==> src/rtl/mips_pkg.sv <==
// ============================================================================
// mips_pkg: shared MEM-stage encodings, FSM states and lane helpers (rev 1.0)
// ============================================================================
`default_nettype none

package mips_pkg;

  localparam logic [1:0] SZ_BYTE = 2'b00;
  localparam logic [1:0] SZ_HALF = 2'b01;
  localparam logic [1:0] SZ_WORD = 2'b10;

  typedef enum logic [1:0] {
    ST_IDLE = 2'd0,
    ST_BUSY = 2'd1,
    ST_DONE = 2'd2,
    ST_ERR  = 2'd3
  } mau_state_t;

  // Size code 2'b11 behaves as a word everywhere.
  function automatic logic is_misaligned(input logic [1:0] size, input logic [1:0] a);
    case (size)
      SZ_BYTE: is_misaligned = 1'b0;
      SZ_HALF: is_misaligned = a[0];
      default: is_misaligned = (a != 2'b00);
    endcase
  endfunction

  function automatic logic [3:0] store_be(input logic [1:0] size, input logic [1:0] a);
    case (size)
      SZ_BYTE: store_be = 4'b0001 << a;
      SZ_HALF: store_be = a[1] ? 4'b1100 : 4'b0011;
      default: store_be = 4'b1111;
    endcase
  endfunction

  function automatic logic [31:0] store_wdata(input logic [1:0] size, input logic [31:0] sd);
    case (size)
      SZ_BYTE: store_wdata = {4{sd[7:0]}};
      SZ_HALF: store_wdata = {2{sd[15:0]}};
      default: store_wdata = sd;
    endcase
  endfunction

endpackage

`default_nettype wire

==> src/rtl/mem_access_unit_if.sv <==
// ============================================================================
// mem_access_unit_if: data-memory req/ack bus between MEM stage and memory (rev 1.0)
// ============================================================================
`default_nettype none

interface mem_access_unit_if;
  logic        dmem_req;
  logic        dmem_we;
  logic [31:0] dmem_addr;
  logic [3:0]  dmem_be;
  logic [31:0] dmem_wdata;
  logic        dmem_ack;
  logic [31:0] dmem_rdata;

  modport master (
    output dmem_req, dmem_we, dmem_addr, dmem_be, dmem_wdata,
    input  dmem_ack, dmem_rdata
  );

  modport slave (
    input  dmem_req, dmem_we, dmem_addr, dmem_be, dmem_wdata,
    output dmem_ack, dmem_rdata
  );
endinterface

`default_nettype wire

==> src/rtl/mem_load_align.sv <==
// ============================================================================
// mem_load_align: selects the load lane from a read word and sign/zero extends (rev 1.0)
// ============================================================================
`default_nettype none

module mem_load_align
  import mips_pkg::*;
(
  input  logic [31:0] rdata,
  input  logic [1:0]  addr_lo,
  input  logic [1:0]  size,
  input  logic        sign_ext,
  output logic [31:0] result
);

  logic [7:0]  byte_v;
  logic [15:0] half_v;

  always_comb begin
    byte_v = rdata[7:0];
    case (addr_lo)
      2'd0: byte_v = rdata[7:0];
      2'd1: byte_v = rdata[15:8];
      2'd2: byte_v = rdata[23:16];
      2'd3: byte_v = rdata[31:24];
      default: byte_v = rdata[7:0];
    endcase
    half_v = addr_lo[1] ? rdata[31:16] : rdata[15:0];

    case (size)
      SZ_BYTE: result = {{24{sign_ext & byte_v[7]}}, byte_v};
      SZ_HALF: result = {{16{sign_ext & half_v[15]}}, half_v};
      default: result = rdata;
    endcase
  end

endmodule

`default_nettype wire

==> src/rtl/mem_access_unit.sv <==
// ============================================================================
// mem_access_unit: MEM-stage load/store bus sequencer with pipeline stall (rev 1.0)
// ============================================================================
`default_nettype none

module mem_access_unit
  import mips_pkg::*;
#(
  parameter int TIMEOUT = 16
) (
  input  logic               clock,
  input  logic               resetn,
  input  logic               MemRead,
  input  logic               MemWrite,
  input  logic [1:0]         MemSize,
  input  logic               MemSigned,
  input  logic [31:0]        ALUOut,
  input  logic [31:0]        StoreData,
  output logic [31:0]        Memout,
  output logic               stall,
  output logic               addr_err,
  output logic               bus_err,
  mem_access_unit_if.master  dmem
);

  localparam int CNT_W = $clog2(TIMEOUT + 1);

  mau_state_t       state;
  logic [CNT_W-1:0] cnt;
  logic [1:0]       a_q;
  logic [1:0]       size_q;
  logic             sign_q;
  logic [31:0]      load_val;
  logic             mop;
  logic             misal;

  assign mop   = MemRead | MemWrite;
  assign misal = is_misaligned(MemSize, ALUOut[1:0]);

  // Stall rises in the same cycle an aligned access is seen so the pipeline
  // freezes before the bus transaction opens; reset forces it low at once.
  assign stall = resetn & ((state == ST_BUSY) | ((state == ST_IDLE) & mop & ~misal));

  mem_load_align u_load_align (
    .rdata    (dmem.dmem_rdata),
    .addr_lo  (a_q),
    .size     (size_q),
    .sign_ext (sign_q),
    .result   (load_val)
  );

  always_ff @(posedge clock or negedge resetn) begin
    if (!resetn) begin
      state           <= ST_IDLE;
      cnt             <= '0;
      a_q             <= 2'b00;
      size_q          <= 2'b00;
      sign_q          <= 1'b0;
      Memout          <= 32'h0;
      addr_err        <= 1'b0;
      bus_err         <= 1'b0;
      dmem.dmem_req   <= 1'b0;
      dmem.dmem_we    <= 1'b0;
      dmem.dmem_addr  <= 32'h0;
      dmem.dmem_be    <= 4'h0;
      dmem.dmem_wdata <= 32'h0;
    end else begin
      addr_err <= 1'b0;
      bus_err  <= 1'b0;
      case (state)
        ST_IDLE: begin
          if (mop) begin
            if (misal) begin
              state    <= ST_ERR;
              addr_err <= 1'b1;
              Memout   <= 32'h0;
            end else begin
              state           <= ST_BUSY;
              cnt             <= '0;
              a_q             <= ALUOut[1:0];
              size_q          <= MemSize;
              sign_q          <= MemSigned;
              dmem.dmem_req   <= 1'b1;
              dmem.dmem_we    <= MemWrite & ~MemRead;
              dmem.dmem_addr  <= {ALUOut[31:2], 2'b00};
              dmem.dmem_be    <= MemRead ? 4'b1111 : store_be(MemSize, ALUOut[1:0]);
              dmem.dmem_wdata <= store_wdata(MemSize, StoreData);
            end
          end
        end
        ST_BUSY: begin
          if (dmem.dmem_ack) begin
            dmem.dmem_req <= 1'b0;
            if (!dmem.dmem_we) Memout <= load_val;
            state <= ST_DONE;
          end else if (cnt == CNT_W'(TIMEOUT - 1)) begin
            dmem.dmem_req <= 1'b0;
            bus_err       <= 1'b1;
            Memout        <= 32'h0;
            state         <= ST_DONE;
          end else begin
            cnt <= cnt + 1'b1;
          end
        end
        ST_DONE: begin
          cnt   <= '0;
          state <= ST_IDLE;
        end
        ST_ERR: begin
          state <= ST_IDLE;
        end
      endcase
    end
  end

endmodule

`default_nettype wire

==> src/flat_wrapper.sv <==
// flat-port wrapper written by rule: the top's interface ports become plain ports
module mem_access_unit_flat import mips_pkg::*;
#(
  parameter int TIMEOUT = 16
)
  (clock, resetn, MemRead, MemWrite, MemSize, MemSigned, ALUOut, StoreData, Memout, stall, addr_err, bus_err, dmem_dmem_req, dmem_dmem_we, dmem_dmem_addr, dmem_dmem_be, dmem_dmem_wdata, dmem_dmem_ack, dmem_dmem_rdata);
  mem_access_unit_if dmem_i ();
  input  logic clock;
  input  logic resetn;
  input  logic MemRead;
  input  logic MemWrite;
  input  logic [1:0] MemSize;
  input  logic MemSigned;
  input  logic [31:0] ALUOut;
  input  logic [31:0] StoreData;
  output logic [31:0] Memout;
  output logic stall;
  output logic addr_err;
  output logic bus_err;
  output wire logic [$bits(dmem_i.dmem_req)-1:0] dmem_dmem_req;
  output wire logic [$bits(dmem_i.dmem_we)-1:0] dmem_dmem_we;
  output wire logic [$bits(dmem_i.dmem_addr)-1:0] dmem_dmem_addr;
  output wire logic [$bits(dmem_i.dmem_be)-1:0] dmem_dmem_be;
  output wire logic [$bits(dmem_i.dmem_wdata)-1:0] dmem_dmem_wdata;
  input wire logic [$bits(dmem_i.dmem_ack)-1:0] dmem_dmem_ack;
  input wire logic [$bits(dmem_i.dmem_rdata)-1:0] dmem_dmem_rdata;
  assign dmem_dmem_req = dmem_i.dmem_req;
  assign dmem_dmem_we = dmem_i.dmem_we;
  assign dmem_dmem_addr = dmem_i.dmem_addr;
  assign dmem_dmem_be = dmem_i.dmem_be;
  assign dmem_dmem_wdata = dmem_i.dmem_wdata;
  assign dmem_i.dmem_ack = dmem_dmem_ack;
  assign dmem_i.dmem_rdata = dmem_dmem_rdata;
  mem_access_unit #(.TIMEOUT(TIMEOUT)) u_core (.clock(clock), .resetn(resetn), .MemRead(MemRead), .MemWrite(MemWrite), .MemSize(MemSize), .MemSigned(MemSigned), .ALUOut(ALUOut), .StoreData(StoreData), .Memout(Memout), .stall(stall), .addr_err(addr_err), .bus_err(bus_err), .dmem(dmem_i));
endmodule
==> config.mk <==
export PLATFORM = sky130hd
export DESIGN_NAME = mem_access_unit_flat
export DESIGN_NICKNAME = d
export VERILOG_FILES = /design/src/rtl/mips_pkg.sv /design/src/rtl/mem_access_unit_if.sv /design/src/rtl/mem_load_align.sv /design/src/rtl/mem_access_unit.sv /design/src/flat_wrapper.sv
export SDC_FILE = /design/constraint.sdc
export NUM_CORES = 1
export LEC_CHECK = 0
export CAP_MARGIN = 20
export CELL_PAD_IN_SITES_DETAIL_PLACEMENT = 1
export CELL_PAD_IN_SITES_GLOBAL_PLACEMENT = 1
export CORE_MARGIN = 2
export CORE_UTILIZATION = 30
export CTS_CLUSTER_DIAMETER = 100
export DETAILED_ROUTE_END_ITERATION = 7
export GPL_ROUTABILITY_DRIVEN = 0
export PLACE_DENSITY = 0.87
export SETUP_SLACK_MARGIN = 0.2
export SYNTH_ARGS = -nofsm -noshare
export SYNTH_HDL_FRONTEND = slang
export SYNTH_SLANG_ARGS = --single-unit
==> constraint.sdc <==
create_clock -name clock -period 2.1 [get_ports clock]
set_clock_uncertainty 0.1 [all_clocks]
set_input_delay 0.42 -clock clock [delete_from_list [all_inputs] [get_ports clock]]
set_output_delay 0.42 -clock clock [all_outputs]
set_load 0.02 [all_outputs]
Yosys cells after proc, flatten, opt, wreduce, memory -nomap -nowiden:

Index checks and enable logic that the tools add are counted.
Widths: inputs -> output; s select.

* flip-flop bits (word level): 114
* bits of input ports: 104
* output and inout port bits: 105
* word-level logic and storage cells: 89

* add/subtract/negate cells: 1
* eq/ne operators: 16
* shift-type cells: 1
* multiplexer cells: 35
* bitwise gates (word level): 10
* reduce and logical (&&, ||, !) cells: 13

Operators with widths (number)
* $pmux 32 s2: 3
* $mux 32: 5
* $pmux 8 s4: 1
* $mux 5: 4
* $mux 16: 1
* $pmux 5 s3: 1
* $mux 1: 10
* $reduce_and 5->1: 2
* $eq 2x1->1 const B: 4
* $eq 2x2->1 const B: 4
* $logic_not 2->1: 4
* $mux 2: 4
* $mux 4: 2
* $pmux 4 s2: 1
* $and 1x1->1: 6
* $ne 2x2->1 const B: 3
* $ne 3x3->1 const B: 2
* $pmux 2 s3: 1
* $add 5x1->5 const B: 1
* $eq 5x4->1 const B: 1
* $ne 2x1->1 const B: 2
* $pmux 1 s2: 2
* $reduce_and 4->1: 1
* $reduce_bool 2->1: 2
* other kinds (7): 9

Depth between registers and ports, before layout:

* word-level depth: 7
* mapped depth: 8
* mapped depth without buffers: 7

Cells and area by module:

Synthesis repeated with hierarchy kept, for this count alone.

* cells, all modules: 507
* area total of the unflattened synthesis: 5911.9 sq um

By module, submodules not included
* mem_access_unit: instances 1, cells an instance 374, area an instance 4888.4 sq um, seq. area each 2852.7 sq um
* mem_load_align: instances 1, cells an instance 133, area an instance 1023.5 sq um, seq. area each 0.0 sq um

Worst setup path after synthesis:

No wires, ideal clock.

* path type: input -> output
* start point: in MemSize[1]
* end point: out stall
* data arrival time: 1.735 ns
* required time: 1.580 ns
* setup slack: -0.155 ns
* cell stages on the path: 5
* path buffers: 2
* cell sequence: buf_4 a21oi_1 o211ai_2 clkbuf_1 a21boi_0

* cells in the longest elaborated chain, start to end: 6
* elaborated cells between the ends (all ways): 7
* those cells by class: eq/ne: 1; mux: 1; bitwise: 4; reduce/logical: 1

Ends and longest elaborated chain
* start, declared: line flat_wrapper.sv:12 `input logic [1:0] MemSize;`
* $eq 2x1->1 / $logic_not 2->1 (equally long branches): line mips_pkg.sv:21 `case (size)`
* $pmux 1 s2 *: line mips_pkg.sv:21
* $not 1->1 (no source line) *
* $and 1x1->1 *: line mem_access_unit.sv:42 `assign stall = resetn & ((state == ST_BUSY) | ((state == ST_IDLE) & mop & ~misal));`
* $or 1x1->1 *: line mem_access_unit.sv:42
* $and 1x1->1 *: line mem_access_unit.sv:42
* end, declared: line flat_wrapper.sv:17 `output logic stall;`

Mark *: on every way between the ends. The rest lies on a longest branch, timed or not.

Worst setup path after layout:

* start point: reg u_core.cnt[0]
* end point: reg u_core.Memout[5]

* cells in the longest elaborated chain, start to end: 3

Ends and longest elaborated chain
* start, declared: line mem_access_unit.sv:29 `logic [CNT_W-1:0] cnt;`
* start signal, assigned: line mem_access_unit.sv:102 `cnt <= cnt + 1'b1;`
* $eq 5x4->1: line mem_access_unit.sv:96 `end else if (cnt == CNT_W'(TIMEOUT - 1)) begin`
* $ne 3x3->1 (no source line)
* $reduce_and 5->1 (no source line)
* end signal, assigned: line mem_access_unit.sv:94 `if (!dmem.dmem_we) Memout <= load_val;`
* end, declared: line mem_access_unit.sv:19 `output logic [31:0] Memout,`

No other way between the ends.
A chain may end at the register's enable or synchronous reset.

==> metrics.txt <==
outcome complete, but fails checks; failing checks negative setup slack; max_cap viols 0; Final Max Slew Viols 0; I/O Buffers 206; predominant post-synthesis flop cell dfrtp_1; post-synthesis register bit count 114; Leakage 4.05 nW; wire length per cell 21.4 um; drt first pass iters 4; Setup CP Type flip-flop to flip-flop; Max clock buf depth 2; maximum fanout along the worst path 4; vias in the first global route 5372; clk_lat worst skew 0.42 ns; Achievable Freq 472 MHz; sw frac 0.402; Yosys cell types 49; area grow syn2layout 64.2%; internal power 7.81 mW; largest net degree at the start of global routing 115; syn avg cell area 11.9 um^2; Rows 48; clk slew on worst S/H paths 0.06 ns; Mapped Area 5250 um^2; setup tns final -0.0779 ns; Post-CTS Hold Buffers 0; pwr/cell area 1520 nW/um^2; Final setup violation count 7; CTS H-tree lvls 4; Filler cells 1847; most common cell after layout, fill and taps aside dfrtp_1; Max VDD drop 0.000742 V; vias post-DR 4790; sequential share of power 0.298; first-pass GRT wire length 30100 um; top-area cell type share of the netlist area 0.544; Core Box Area 17200 um^2; CP Data Arrival Time 2.32 ns; global route overflow 0; area leader, netlist dfrtp_1; CP Capture Type flip-flop; cell count after synthesis 440; Slew headroom 0.559; Die Wd 136 um; Final Power 13.1 mW; ys async rst share 1.00; RSZ-0062 raised after global routing yes; Clock Power Share 0.216; gr usage total 0.216; Clk Tree Root Cell clkbuf_16; Via density 5.15; worst min path class primary input to async pin; required time worst endpoint 2.30 ns; initial antenna violation count 2; DRC errors left 0; FF-to-FF path depth 9; Post-synth EDFFs 0; Period minus WS final 2.12 ns; total wire length 19900 um; sequential share of the synthesized area 0.544; startpoint types flip-flop; synth warn 0; slew at the pin closest to its max-slew limit 0.661 ns; # IOs 209; most frequent cells in the layout dfrtp_1, dlygate4sd2_1, clkdlybuf4s50_1; Multi-input gate area 2380 um^2; CTS tree built; Iter 0 DRT Violations 188; Inserted Clock Buffers 17; HPWL Detailed 13800 um; layout cell share with drive strength beyond 1 0.257; CTS Sinks 114; sequential cell area 2850 um^2; final antenna-violating net count 0; Final Hold Fails 0; Die Area 18600 um^2; Die Ht 136 um; Net Sw Power 5.26 mW; worst setup margin -0.0191 ns; post-layout net count 797; final period utilization 1.01; Comb pwr share 0.486; Starting Density 0.306; Synth area leaders dfrtp_1, mux2_2, mux2i_1
[through the flow]
stage / hold slack [ns] / setup slack [ns] / std cells / cell area [um^2] / utilization
floorplan: 0.0244 / 0.0466 / 441 / 5300 / -
global placement: 0.361 / -0.281 / 878 / 7790 / 0.454
detailed placement: 0.381 / -0.438 / 878 / 7790 / 0.454
CTS: 0.0439 / -0.0437 / 925 / 8530 / 0.497
global route: 0.0509 / -0.0674 / 929 / 8620 / 0.502
finish: 0.00359 / -0.0191 / 930 / 8620 / 0.502
[final timing paths]
| path | startpoint | slack (ns) | end |
|---|---|---|---|
| worst max register to register | u_core.cnt[0]$_DFFE_PN0P_ | -0.02 | u_core.Memout[5]$_DFFE_PN0P_ |
| max in group asynchronous | resetn | 1.43 | u_core.cnt[0]$_DFFE_PN0P_ |
| min in group clock | ALUOut[0] | 0.33 | u_core.a_q[0]$_DFFE_PN0P_ |
| worst min register to register | u_core.dmem.dmem_wdata[26]$_DFFE_PN0P_ | 0.38 | u_core.dmem.dmem_wdata[26]$_DFFE_PN0P_ |
| worst max-delay path | u_core.cnt[0]$_DFFE_PN0P_ | -0.02 | u_core.Memout[5]$_DFFE_PN0P_ |
| worst min-delay path | resetn | 0.004 | u_core.a_q[1]$_DFFE_PN0P_ |
[worst max-delay path: stages, from the launching register on]
cell,delay [ns]
dfrtp_1,0.36
ha_2,0.19
and3_4,0.19
ha_4,0.14
nand2b_4,0.05
a311oi_2,0.24
nand2_2,0.15
clkbuf_16,0.18
buf_12,0.12
mux2_2,0.27
[kinds of logic (layout without fill, tap and decap cells)]
logic type,count (synthesis),count (layout),synth area share
AO/OA/AOI/OAI,126,126,0.171
flip-flops,114,114,0.544
multiplexers,86,86,0.179
AND/OR/NAND/NOR,76,76,0.0682
buffers and inverters,35,298,0.0327
adder cells (fa/ha/maj),2,2,0.00477
other,1,3,0.000715
[synth_stat cells (all sizes together) (3+ instances only)]
cell,number
o22ai,11
dfrtp,114
nand2,32
o21ai,32
mux2i,25
a21oi,26
a22o,3
nor2,19
a221o,18
o221ai,3
buf,20
a211oi,5
nand2b,9
o2bb2ai,8
mux2,61
clkbuf,12
o21a,8
[registers in the layout, indices dropped and copies added (netlist names), 2 cells and up]
register	flops
u_core.dmem.dmem_addr	30
u_core.state	2
u_core.dmem.dmem_be	4
u_core.cnt	5
u_core.size_q	2
u_core.Memout	32
u_core.dmem.dmem_wdata	32
u_core.a_q	2
[routing by layer]
metal,track usage,wire length [um],vias up
met2,0.374,9970,228
met3,0.0705,1620,53
li1,-,-,2134
met1,0.244,7690,2373
met5,0,7,-
met4,0.0897,595,2
[power groups by stage]
| stage | clock network (mW) | registers [mW] | logic, mW |
|---|---|---|---|
| after floorplan | 0 | 4.88 | 2.25 |
| after global placement | 0 | 3.81 | 6.15 |
| after detailed placement | 0 | 3.92 | 6.39 |
| after CTS | 2.88 | 3.89 | 6.29 |
| after global routing | 2.98 | 4.02 | 6.74 |
| final | 2.83 | 3.90 | 6.34 |
[cell type report]
| cell class | instances | share of cell area |
|---|---|---|
| Multi-Input combinational cell | 292 | 0.276 |
| Antenna cell | 1 | 0.000290 |
| Timing Repair Buffer | 263 | 0.291 |
| Clock buffer | 19 | 0.0526 |
| Sequential cell | 114 | 0.331 |
| Tap cell | 225 | 0.0327 |
| Inverter | 3 | 0.00131 |
| Clock inverter | 13 | 0.0150 |
[repair_timing]
action	CTS	global route
setup endpoints to repair	135	56
setup buffers	13	4
pin swaps	9	13
resized for setup	130	14
gates cloned	2	0
(Power assumes the default switching activity.)
